`src/rtl/seg7_scan_rx_pkg.sv`:
```
// seg7_pkg: shared seven-segment definitions.
//   SEG7_0..SEG7_9 : active-high patterns, a=bit0 .. g=bit6 (shared with the encoder)
//   seg7_to_bcd    : exact-match decode returning {valid, digit[3:0]}
//   SEG_IDLE/AN_IDLE : inactive level of the active-low display pins
package seg7_pkg;

  localparam int SEG_W = 7;
  localparam int AN_W  = 4;
  localparam int VAL_W = 7;

  localparam logic [SEG_W-1:0] SEG7_0 = 7'h3F; // a b c d e f
  localparam logic [SEG_W-1:0] SEG7_1 = 7'h06; // b c
  localparam logic [SEG_W-1:0] SEG7_2 = 7'h5B; // a b d e g
  localparam logic [SEG_W-1:0] SEG7_3 = 7'h4F; // a b c d g
  localparam logic [SEG_W-1:0] SEG7_4 = 7'h66; // b c f g
  localparam logic [SEG_W-1:0] SEG7_5 = 7'h6D; // a c d f g
  localparam logic [SEG_W-1:0] SEG7_6 = 7'h7D; // a c d e f g
  localparam logic [SEG_W-1:0] SEG7_7 = 7'h07; // a b c
  localparam logic [SEG_W-1:0] SEG7_8 = 7'h7F; // all
  localparam logic [SEG_W-1:0] SEG7_9 = 7'h6F; // a b c d f g

  // Pins are active-low, so "nothing driven" is all ones.
  localparam logic [SEG_W-1:0] SEG_IDLE = '1;
  localparam logic [AN_W-1:0]  AN_IDLE  = '1;

  typedef struct packed {
    logic       valid;
    logic [3:0] digit;
  } bcd_t;

  function automatic bcd_t seg7_to_bcd(input logic [SEG_W-1:0] pat);
    bcd_t r;
    r.valid = 1'b1;
    r.digit = 4'd0;
    case (pat)
      SEG7_0:  r.digit = 4'd0;
      SEG7_1:  r.digit = 4'd1;
      SEG7_2:  r.digit = 4'd2;
      SEG7_3:  r.digit = 4'd3;
      SEG7_4:  r.digit = 4'd4;
      SEG7_5:  r.digit = 4'd5;
      SEG7_6:  r.digit = 4'd6;
      SEG7_7:  r.digit = 4'd7;
      SEG7_8:  r.digit = 4'd8;
      SEG7_9:  r.digit = 4'd9;
      default: r.valid = 1'b0;
    endcase
    return r;
  endfunction

endpackage

```
`src/rtl/seg7_scan_rx_if.sv`:
```
// seg7_scan_rx_if: display pins plus decoded-value report.
//   seg[6:0], an[3:0] : active-low display pins (driven by master)
//   value, value_valid, value_stable, present, err_pattern, err_an : monitor report
//   master : display-side / bench view, slave : monitor view
interface seg7_scan_rx_if;
  import seg7_pkg::*;

  logic [SEG_W-1:0] seg;
  logic [AN_W-1:0]  an;
  logic [VAL_W-1:0] value;
  logic             value_valid;
  logic             value_stable;
  logic             present;
  logic             err_pattern;
  logic             err_an;

  modport master (
    output seg, an,
    input  value, value_valid, value_stable, present, err_pattern, err_an
  );

  modport slave (
    input  seg, an,
    output value, value_valid, value_stable, present, err_pattern, err_an
  );
endinterface

```
`src/rtl/seg7_scan_rx_dwell.sv`:
```
// seg7_dwell: pin synchronizer and anode dwell tracker.
//   clk, rst     : clock, async active-high reset
//   seg_i, an_i  : raw active-low pins
//   seg_s_o      : synchronized segment lines
//   sample_o     : one-cycle strobe, the synchronized anode pattern has held SETTLE cycles
//   sel_units_o  : an_s[0] low, sel_tens_o : an_s[1] low
//   multi_o      : more than one anode low
module seg7_dwell
  import seg7_pkg::*;
#(
  parameter int SETTLE = 1024
) (
  input  logic             clk,
  input  logic             rst,
  input  logic [SEG_W-1:0] seg_i,
  input  logic [AN_W-1:0]  an_i,
  output logic [SEG_W-1:0] seg_s_o,
  output logic             sample_o,
  output logic             sel_units_o,
  output logic             sel_tens_o,
  output logic             multi_o
);

  localparam int              CW      = (SETTLE > 2) ? $clog2(SETTLE) : 1;
  localparam logic [CW-1:0]   CNT_MAX = CW'(SETTLE - 1);
  localparam int              PW      = SEG_W + AN_W;

  // Two-flop synchronizer, {an, seg} per stage. Reset to the idle pin level
  // so the monitor never sees a phantom "all anodes low" after reset.
  logic [1:0][PW-1:0] sync_q;
  logic [AN_W-1:0]    an_s, an_prev_q, lo;
  logic [CW-1:0]      cnt_q, cnt_d;
  logic               taken_q, taken_d, chg;

  assign an_s    = sync_q[1][SEG_W +: AN_W];
  assign seg_s_o = sync_q[1][SEG_W-1:0];

  // cnt_d is "cycles an_s has held, minus one", including the current cycle.
  always_comb begin
    chg      = (an_s != an_prev_q);
    cnt_d    = chg ? '0 : ((cnt_q == CNT_MAX) ? cnt_q : cnt_q + CW'(1));
    sample_o = (cnt_d == CNT_MAX) && !taken_q;
    taken_d  = chg ? 1'b0 : (taken_q || sample_o);
  end

  // Clearing the lowest set bit leaves something only if two or more were set.
  assign lo          = ~an_s;
  assign multi_o     = |(lo & (lo - AN_W'(1)));
  assign sel_units_o = lo[0];
  assign sel_tens_o  = lo[1];

  always_ff @(posedge clk or posedge rst) begin
    if (rst) begin
      sync_q    <= {2{AN_IDLE, SEG_IDLE}};
      an_prev_q <= AN_IDLE;
      cnt_q     <= '0;
      taken_q   <= 1'b0;
    end else begin
      sync_q[0] <= {an_i, seg_i};
      sync_q[1] <= sync_q[0];
      an_prev_q <= an_s;
      cnt_q     <= cnt_d;
      taken_q   <= taken_d;
    end
  end

endmodule

```
`src/rtl/seg7_scan_rx.sv`:
```
// seg7_scan_rx: receive-side monitor of a multiplexed two-digit 7-segment bus.
//   clk, rst : clock, async active-high reset
//   bus      : seg7_scan_rx_if.slave (pins in, value/flags out)
// Captures units (an[0]) and tens (an[1]) digits at each settled dwell,
// reports tens*10+units when both are captured, and tracks stability and
// liveness of the frame stream.
module seg7_scan_rx
  import seg7_pkg::*;
#(
  parameter int SETTLE        = 1024,
  parameter int STABLE_FRAMES = 4,
  parameter int TIMEOUT       = 2**20
) (
  input  logic          clk,
  input  logic          rst,
  seg7_scan_rx_if.slave bus
);

  localparam int            SW       = $clog2(STABLE_FRAMES + 1);
  localparam int            TW       = $clog2(TIMEOUT + 1);
  localparam logic [SW-1:0] STAB_MAX = SW'(STABLE_FRAMES);
  localparam logic [TW-1:0] TMO_MAX  = TW'(TIMEOUT);

  logic [SEG_W-1:0] seg_s;
  logic             sample, sel_units, sel_tens, multi;

  seg7_dwell #(.SETTLE(SETTLE)) u_dwell (
    .clk         (clk),
    .rst         (rst),
    .seg_i       (bus.seg),
    .an_i        (bus.an),
    .seg_s_o     (seg_s),
    .sample_o    (sample),
    .sel_units_o (sel_units),
    .sel_tens_o  (sel_tens),
    .multi_o     (multi)
  );

  bcd_t             dec;
  logic [3:0]       units_q, units_d, tens_q, tens_d;
  logic             u_ok_q, u_ok_d, t_ok_q, t_ok_d;
  logic [VAL_W-1:0] value_q, value_d;
  logic             vv_q, err_pat_q, err_pat_d, err_an_q, err_an_d;
  logic [SW-1:0]    stab_q, stab_d;
  logic [TW-1:0]    tmo_q, tmo_d;
  logic             present_q, present_d, frame;

  always_comb begin
    dec       = seg7_to_bcd(~seg_s);
    units_d   = units_q;
    tens_d    = tens_q;
    u_ok_d    = u_ok_q;
    t_ok_d    = t_ok_q;
    err_pat_d = 1'b0;
    err_an_d  = 1'b0;

    // An an[3:2]-only or all-high dwell falls through with no action.
    if (sample) begin
      if (multi) begin
        err_an_d = 1'b1;
      end else if (sel_units) begin
        u_ok_d    = dec.valid;
        err_pat_d = !dec.valid;
        if (dec.valid) units_d = dec.digit;
      end else if (sel_tens) begin
        t_ok_d    = dec.valid;
        err_pat_d = !dec.valid;
        if (dec.valid) tens_d = dec.digit;
      end
    end

    // Completion is evaluated on the post-capture flags so the frame is
    // reported one cycle after the second digit's sample.
    frame   = u_ok_d && t_ok_d;
    value_d = value_q;
    stab_d  = stab_q;
    tmo_d   = (tmo_q == TMO_MAX) ? tmo_q : tmo_q + TW'(1);
    if (frame) begin
      value_d = VAL_W'(tens_d) * VAL_W'(10) + VAL_W'(units_d);
      stab_d  = (value_d != value_q) ? SW'(1)
              : ((stab_q == STAB_MAX) ? stab_q : stab_q + SW'(1));
      tmo_d   = '0;
      u_ok_d  = 1'b0;
      t_ok_d  = 1'b0;
    end

    // present is held in a flop (not derived from tmo) so it reads 0 out of reset.
    present_d = frame || (present_q && (tmo_d < TMO_MAX));
    if (present_q && !present_d) stab_d = '0;
  end

  always_ff @(posedge clk or posedge rst) begin
    if (rst) begin
      units_q   <= '0;
      tens_q    <= '0;
      u_ok_q    <= 1'b0;
      t_ok_q    <= 1'b0;
      value_q   <= '0;
      vv_q      <= 1'b0;
      err_pat_q <= 1'b0;
      err_an_q  <= 1'b0;
      stab_q    <= '0;
      tmo_q     <= '0;
      present_q <= 1'b0;
    end else begin
      units_q   <= units_d;
      tens_q    <= tens_d;
      u_ok_q    <= u_ok_d;
      t_ok_q    <= t_ok_d;
      value_q   <= value_d;
      vv_q      <= frame;
      err_pat_q <= err_pat_d;
      err_an_q  <= err_an_d;
      stab_q    <= stab_d;
      tmo_q     <= tmo_d;
      present_q <= present_d;
    end
  end

  assign bus.value        = value_q;
  assign bus.value_valid  = vv_q;
  assign bus.value_stable = (stab_q == STAB_MAX);
  assign bus.present      = present_q;
  assign bus.err_pattern  = err_pat_q;
  assign bus.err_an       = err_an_q;

endmodule

```
`src/flat_wrapper.sv`:
```
// flat-port wrapper written by rule: the top's interface ports become plain ports
module seg7_scan_rx_flat import seg7_pkg::*;
#(
  parameter int SETTLE        = 1024,
  parameter int STABLE_FRAMES = 4,
  parameter int TIMEOUT       = 2**20
)
  (clk, rst, bus_seg, bus_an, bus_value, bus_value_valid, bus_value_stable, bus_present, bus_err_pattern, bus_err_an);
  seg7_scan_rx_if bus_i ();
  input  logic clk;
  input  logic rst;
  input wire logic [$bits(bus_i.seg)-1:0] bus_seg;
  input wire logic [$bits(bus_i.an)-1:0] bus_an;
  output wire logic [$bits(bus_i.value)-1:0] bus_value;
  output wire logic [$bits(bus_i.value_valid)-1:0] bus_value_valid;
  output wire logic [$bits(bus_i.value_stable)-1:0] bus_value_stable;
  output wire logic [$bits(bus_i.present)-1:0] bus_present;
  output wire logic [$bits(bus_i.err_pattern)-1:0] bus_err_pattern;
  output wire logic [$bits(bus_i.err_an)-1:0] bus_err_an;
  assign bus_i.seg = bus_seg;
  assign bus_i.an = bus_an;
  assign bus_value = bus_i.value;
  assign bus_value_valid = bus_i.value_valid;
  assign bus_value_stable = bus_i.value_stable;
  assign bus_present = bus_i.present;
  assign bus_err_pattern = bus_i.err_pattern;
  assign bus_err_an = bus_i.err_an;
  seg7_scan_rx #(.SETTLE(SETTLE), .STABLE_FRAMES(STABLE_FRAMES), .TIMEOUT(TIMEOUT)) u_core (.clk(clk), .rst(rst), .bus(bus_i));
endmodule
```
`config.mk`:
```
export PLATFORM = sky130hd
export DESIGN_NAME = seg7_scan_rx_flat
export DESIGN_NICKNAME = d
export VERILOG_FILES = /design/src/rtl/seg7_scan_rx_pkg.sv /design/src/rtl/seg7_scan_rx_if.sv /design/src/rtl/seg7_scan_rx_dwell.sv /design/src/rtl/seg7_scan_rx.sv /design/src/flat_wrapper.sv
export SDC_FILE = /design/constraint.sdc
export NUM_CORES = 1
export LEC_CHECK = 0
export CAP_MARGIN = 20
export CORE_ASPECT_RATIO = 1.1
export CORE_MARGIN = 2
export CORE_UTILIZATION = 55
export CTS_BUF_LIST = sky130_fd_sc_hd__clkbuf_4
export DETAILED_ROUTE_END_ITERATION = 16
export PLACE_DENSITY = 0.75
export SLEW_MARGIN = 20
export SYNTH_ARGS = -nofsm -noshare
export SYNTH_HDL_FRONTEND = slang
export SYNTH_HIERARCHICAL = 1
export SYNTH_SLANG_ARGS = --single-unit
export TNS_END_PERCENT = 100
```
`constraint.sdc`:
```
create_clock -name clk -period 13.5 [get_ports clk]
set_input_delay 1.35 -clock clk [delete_from_list [all_inputs] [get_ports clk]]
set_output_delay 1.35 -clock clk [all_outputs]
set_load 0.05 [all_outputs]
```
==> Word-level counts from Yosys, hierarchy flattened <==
Cells that the tools add are included.
{ "classes": {"n_addsub": 5, "n_mul": 1, "magnitude_cmp": 1, "eq_ne": 17, "muxes": 35, "n_bitwise": 3, "n_reduce_logical": 13} }
{ "op_table": {"columns": ["cell", "count"], "rows": [
  ["equality test 7 bit, second input constant", 7],
  ["2-to-1 mux 21 bit", 2],
  ["2-to-1 mux 4 bit", 9],
  ["case mux 4 bit (9 select lines)", 1],
  ["adder 21 x 1 -> 21 bit, second input constant", 1],
  ["equality test 21 bit, second input constant", 1],
  ["less-than comparator 21 bit, second input constant", 1],
  ["equality test 10 bit, second input constant", 2],
  ["2-to-1 mux 10 bit", 2],
  ["2-to-1 mux 1 bit", 17],
  ["equality test 7 x 3 -> 1 bit, second input constant", 2],
  ["2-to-1 mux 3 bit", 4],
  ["adder 10 x 1 -> 10 bit, second input constant", 1],
  ["OR reduction 10 bit", 1],
  ["adder 7 x 4 -> 7 bit", 1],
  ["equality test 7 x 6 -> 1 bit, second input constant", 1],
  ["inequality test 7 bit", 1],
  ["inverter 7 bit", 1],
  ["multiplier 4 x 3 -> 6 bit, second input constant", 1],
  ["AND 4 bit", 1],
  ["logical AND 1 bit", 4],
  ["inequality test 4 bit", 1],
  ["inverter 4 bit", 1],
  ["OR reduction 4 bit", 1],
  ["other kinds (8)", 11]
]} }
{ "totals": {"reg_bits": 82, "input_bits": 13, "word_cells": 91} }

==> Longest topological paths before layout <==
{ "logic_depth": {"ltp_word": 17, "depth_mapped": 22, "mapped_depth_nobuf": 22} }

==> Hierarchy <==
The synthesis kept the hierarchy.
{ "modules_own_cells": {"columns": ["mod", "instances", "cells_each", "area_each_um2", "seq_area_each_um2"], "rows": [
  ["seg7_scan_rx", 1, 273, 2652.5, 1126.1],
  ["seg7_dwell", 1, 116, 1512.7, 958.4]
]} }

==> Least setup slack after synthesis <==
OpenSTA, ideal clock, no wires.
{ "synth_path": {"path_kind": "reg2reg", "start": "reg u_core.u_dwell.cnt_q[0]", "end": "reg u_core.stab_q[2]", "setup_time_ns": 0.078, "t_arrival_ns": 4.732, "t_required_ns": 13.422, "slack_ns": 8.691, "path_stages_with_launch": 20, "n_path_buf": 0, "cell_sequence": "dfrtp_1 ha_1 nand3_2 nor3_4 mux2i_1 or4_4 nor4_1 nor2b_1 and3b_1 o21ai_0 mux2_2 ha_1 ha_1 fa_1 xnor3_1 nor3b_1 nand2_1 mux2i_1 nand3_1 o2bb2ai_1"} }
{ "synth_lines": {"columns": ["element", "line_no", "source"], "rows": [
  ["start, declared", "seg7_scan_rx_dwell.sv:32", "logic [CW-1:0] cnt_q, cnt_d;"],
  ["start signal, assigned", "seg7_scan_rx_dwell.sv:62", "cnt_q <= cnt_d;"],
  ["adder 10 x 1 -> 10 bit / equality test 10 bit (equally long branches)", "seg7_scan_rx_dwell.sv:41", "cnt_d = chg ? '0 : ((cnt_q == CNT_MAX) ? cnt_q : cnt_q + CW'(1));"],
  ["2-to-1 mux 10 bit (*) (2 in series)", "seg7_scan_rx_dwell.sv:41", null],
  ["equality test 10 bit (*)", "seg7_scan_rx_dwell.sv:42", "sample_o = (cnt_d == CNT_MAX) && !taken_q;"],
  ["logical AND 1 bit (*)", "seg7_scan_rx_dwell.sv:42", null],
  ["via u_core.sample", "seg7_scan_rx.sv:25", "logic sample, sel_units, sel_tens, multi;"],
  ["2-to-1 mux 4 bit (*)", "seg7_scan_rx.sv:58", "if (sample) begin"],
  ["via u_core.tens_d[0]", "seg7_scan_rx.sv:40", "logic [3:0] units_q, units_d, tens_q, tens_d;"],
  ["multiplier 4 x 3 -> 6 bit (*)", "seg7_scan_rx.sv:79", "value_d = VAL_W'(tens_d) * VAL_W'(10) + VAL_W'(units_d);"],
  ["adder 7 x 4 -> 7 bit (*)", "seg7_scan_rx.sv:79", null],
  ["inequality test 7 bit (*)", "seg7_scan_rx.sv:80", "stab_d = (value_d != value_q) ? SW'(1)"],
  ["2-to-1 mux 3 bit", "seg7_scan_rx.sv:80", null],
  ["2-to-1 mux 3 bit", "seg7_scan_rx.sv:78", "if (frame) begin"],
  ["2-to-1 mux 3 bit", "seg7_scan_rx.sv:89", "if (present_q && !present_d) stab_d = '0;"],
  ["end signal, assigned", "seg7_scan_rx.sv:114", "stab_q <= stab_d;"],
  ["end, declared", "seg7_scan_rx.sv:44", "logic [SW-1:0] stab_q, stab_d;"]
]} }
The timed path passes the listed nets; every way through them passes the cells marked *. The select of a mux whose other input is x is not followed.
A chain may end at the register's enable or synchronous reset.

==> Worst setup path after layout <==
{ "layout_path": {"start": "reg u_core.u_dwell.sync_q (netlist bit u_core/u_dwell/an_s[1])", "end": "reg u_core.stab_q[2]"} }
{ "layout_lines": {"columns": ["element", "line_no", "source"], "rows": [
  ["start, declared", "seg7_scan_rx_dwell.sv:30", "logic [1:0][PW-1:0] sync_q;"],
  ["start signal, assigned", "seg7_scan_rx_dwell.sv:54", "sync_q <= {2{AN_IDLE, SEG_IDLE}};"],
  ["inequality test 4 bit (*)", "seg7_scan_rx_dwell.sv:40", "chg = (an_s != an_prev_q);"],
  ["2-to-1 mux 10 bit (*)", "seg7_scan_rx_dwell.sv:41", null],
  ["via u_core.u_dwell.cnt_d[8]", "seg7_scan_rx_dwell.sv:32", null],
  ["equality test 10 bit (*)", "seg7_scan_rx_dwell.sv:42", null],
  ["logical AND 1 bit (*)", "seg7_scan_rx_dwell.sv:42", null],
  ["via u_core.sample", "seg7_scan_rx.sv:25", null],
  ["2-to-1 mux 4 bit (*)", "seg7_scan_rx.sv:58", null],
  ["via u_core.tens_d[2]", "seg7_scan_rx.sv:40", null],
  ["multiplier 4 x 3 -> 6 bit (*)", "seg7_scan_rx.sv:79", null],
  ["adder 7 x 4 -> 7 bit (*)", "seg7_scan_rx.sv:79", null],
  ["inequality test 7 bit (*)", "seg7_scan_rx.sv:80", null],
  ["2-to-1 mux 3 bit", "seg7_scan_rx.sv:80", null],
  ["2-to-1 mux 3 bit", "seg7_scan_rx.sv:78", null],
  ["2-to-1 mux 3 bit", "seg7_scan_rx.sv:89", null]
]} }
Marks and branches as above.

==> summary.txt <==
Run status
  – Outcome: complete, no violations

Final layout
  – Post-Layout Cell Count: 501
  – Net count, final: 435
  – Fin area: 0.00459 mm^2
  – Synth-to-Final Area Change: 10.2%
  – ANT cells: 0
  – Share of cells above drive strength 1: 0.169

Timing
  – # setup viols final: 0
  – RSZ-0062 raised after global routing: no
  – Final worst path period share: 0.417
  – Slew Limit Fails: 0
  – Clk_skew: 25.1 ps
  – Final Hold Viols: 0
  – Fmax: ~180 MHz
  – Worst slew margin: 0.626
  – Tmin final: approximately 5600 ps
  – Final setup TNS: 0 ps
  – Worst Tran Pin Value: roughly 560 ps

Clocking
  – Num CTS Buffers: 9
  – Cells resized by post-CTS repair: 0
  – Maximum clock path buffer count: 2
  – H-Tree Depth: 3
  – Clock Root Buffer: clkbuf_4
  – Setup bufs post-CTS: 0
  – # hold bufs at CTS: 0
  – CTS tree: yes
  – Clock transition at path regs: 120 ps
  – # clock sinks: 82
  – Skew-Pair Late Insertion Delay: around 440 ps

Logic synthesis
  – Sequential area share after synthesis: 0.500
  – Mapped Cells: 389
  – Netlist cell types: between 60 and 70
  – Top post-synthesis cells by area: dfrtp_1 (34%), dfstp_2 (16%), xnor2_1 (4.4%)
  – Async S/R FF share, synth: 1.00
  – Count leader, synth: dfrtp_1
  – Ys flop type: dfrtp_1
  – Mapped Nets: roughly 420
  – Most frequent cells after synthesis: dfrtp_1 (56), nand2_1 (36), nor2_1 (36)
  – Average cell area after synthesis: roughly 11 um^2
  – Post-synth EDFFs: 0
  – Register bit total from synthesis: 82
  – Area leader, netlist: dfrtp_1
  – Synth warn: 6
  – Post-synth top area share: 0.336
  – Post-Syn Area: between 0.004 and 0.005 mm^2

Power and ir drop
  – Comb pwr share: 0.035
  – Clock Power Share: 0.395
  – Cell area power density: 98.3 mW/mm^2
  – NetSw: 0.0000931 W
  – Cell-internal power: between 0.0003 and 0.0004 W
  – Maximum vdd ir drop: 58.5 uV
  – Sw Share: 0.206
  – Reg power frac: 0.569
  – Static Leakage: ~2 nW

Placed design
  – Port Buf Inserts: 24
  – DP Cell Count: 485
  – Dpl cell area: 0.00440 mm^2
  – Post-DP HPWL: 4.88 mm
  – Gp weighted congestion: 0.922

Min path
  – Hold crit path type: reg2reg

Floorplan
  – Row count: 33
  – Width of the die: 87.0 um
  – Area of the die: 0.00829 mm^2
  – Initial core utilization: 0.564
  – IO Pins: 25
  – Die Y: around 95 um
  – Core Region: between 0.007 and 0.008 mm^2

Global routing
  – GR peak layer: met2
  – First-pass GRT wire length: between 10 and 15 mm
  – GR Util met3: 0.0424
  – Total global-route track usage: 0.185
  – Largest net degree at the start of global routing: 46
  – Number of global-route vias before repair: approximately 2.8k
  – Initial antenna violation count: 0
  – Met2 GRT Util: 0.310
  – Grt total ovfl: 0
  – Met1 Use GR: 0.228

Worst setup path
  – CP required: roughly 14000 ps
  – Register-to-Register Path Depth: 18
  – WS Path Type: reg2reg
  – Crit Path Max Fanout: 12
  – CP startpoint: u_core/u_dwell/an_s[1]
  – Reg-to-reg slack, setup: 7860 ps
  – Worst setup EP type: flop
  – Reg-to-reg startpoint: u_core/u_dwell/an_s[1]
  – Critical Path End: u_core/stab_q[2]
  – RR Endpoint: u_core/stab_q[2]
  – Startpoint types: flop
  – WP data arrival: 5990 ps

Run
  – Max-Cap Viols: 0

Drt
  – Pre-antenna DRT Iters: 4
  – Vias after detailed routing: 2768
  – WL final: a little under 7 mm
  – Routed vias/inst: roughly 5.5
  – DRC Markers: 0
  – WL per Instance: 13.9 um
  – Starting DRC count in detailed routing: around 130
  – Final ANT Viol Nets: 0
==> layout by cell type, fill, tap and decap left out, types with 2 or more instances in the layout <==
cell	count
a21o_1	2
nand4_1	5
a21oi_1	16
xnor2_1	21
nand2b_1	3
or4_1	2
xnor3_1	2
or3_1	2
ha_1	11
mux2i_1	6
nand3_1	15
and3_1	11
nand3_2	2
xor2_1	16
nor4_1	6
clkdlybuf4s50_1	24
o2bb2ai_1	2
and2_1	3
clkbuf_4	11
nor2_1	36
nor3_1	6
nor3_2	3
nand3b_1	2
dfstp_2	26
nor2b_1	4
buf_4	3
o21ai_0	14
fa_1	2
nand2_1	36
mux2_2	4
nor3b_1	3
bufinv_16	3
and2_2	2
inv_1	16
dfrtp_1	56
o21ai_1	2
==> final cells by class <==
class	instances	area [um^2]
clock inverters	5	104
fillers	609	2800
multi-input cells	272	1880
repair buffers	27	263
clock buffers	11	82.6
flip-flops and latches	82	2080
inverters	17	63.8
well taps	87	109
==> layer usage <==
metal  wire (um)  vias up
li1            -     1389
met1        3250     1326
met2        3390       43
met3         194       10
met4         122        0
met5           0        -
==> per-stage QoR <==
step           worst slack, ps  hold WS [ps]  total power (W)  utilization
3_3_place_gp              8230           345         0.000277        0.596
4_1_cts                   7840           365         0.000458        0.621
3_5_place_dp              7850           347         0.000278        0.596
6_report                  7860           362         0.000451        0.621
2_1_floorplan             8690           345         0.000272            -
5_1_grt                   7310           366         0.000471        0.621
==> cells by family (layout without fill, tap and decap cells) <==
logic type               after synthesis  after routing  synth area share
multiplexers                          10             10            0.0252
AO/OA/AOI/OAI                         57             57            0.0955
XOR/XNOR                              39             39            0.0886
AND/OR/NAND/NOR                      152            152             0.197
flip-flops                            82             82             0.500
buffers and inverters                 35             60            0.0484
adder cells (fa/ha/maj)               14             14            0.0451
==> worst max-delay path, cell delays in order, from the launching register on <==
cell and delay, ps:
dfstp_2 590, xnor2_1 140, nand4_1 460, nor3b_1 470, nand4_2 190, nor4_1 290
nor2b_1 280, and3b_1 270, o21ai_0 240, o21ai_0 480, ha_1 250, ha_1 160
fa_1 470, xnor3_1 390, nor3b_1 260, nand2b_1 90, mux2i_1 230, nand3_1 150
o2bb2ai_1 170
==> how the worst min path moves through the flow <==
stage / from / to / depth (start not counted)
after CTS: u_core/u_dwell/sync_q[9] / u_core/u_dwell/an_s[2] / 0
after floorplan: u_core/u_dwell/sync_q[7] / u_core/u_dwell/an_s[0] / 0
final: u_core/u_dwell/sync_q[2] / u_core/u_dwell/seg_s_o[2] / 0
after global routing: u_core/u_dwell/sync_q[1] / u_core/u_dwell/seg_s_o[1] / 0
after global placement: u_core/u_dwell/sync_q[5] / u_core/u_dwell/seg_s_o[5] / 0
after detailed placement: u_core/u_dwell/sync_q[9] / u_core/u_dwell/an_s[2] / 0
==> sequential cells by signal (all words and copies together), names as in the netlist, 3 cells and up <==
name	cells
u_core/tmo_q	21
u_core/stab_q	3
u_core/units_q	4
u_core/u_dwell/cnt_q	10
u_core/tens_q	4
u_core/u_dwell/sync_q	11
u_core/bus.value	7
u_core/u_dwell/an_prev_q	4
u_core/u_dwell/an_s	4
u_core/u_dwell/seg_s_o	7
==> power by group through the flow <==
stage	Combinational (W)	Sequential (W)	Clock [W]
global placement	0.0000159	0.000261	0
CTS	0.0000164	0.000257	0.000184
detailed placement	0.0000164	0.000261	0
floorplan	0.0000133	0.000259	0
finish	0.0000159	0.000257	0.000178
global route	0.0000180	0.000258	0.000195
Power figures use the tool's default switching activity.
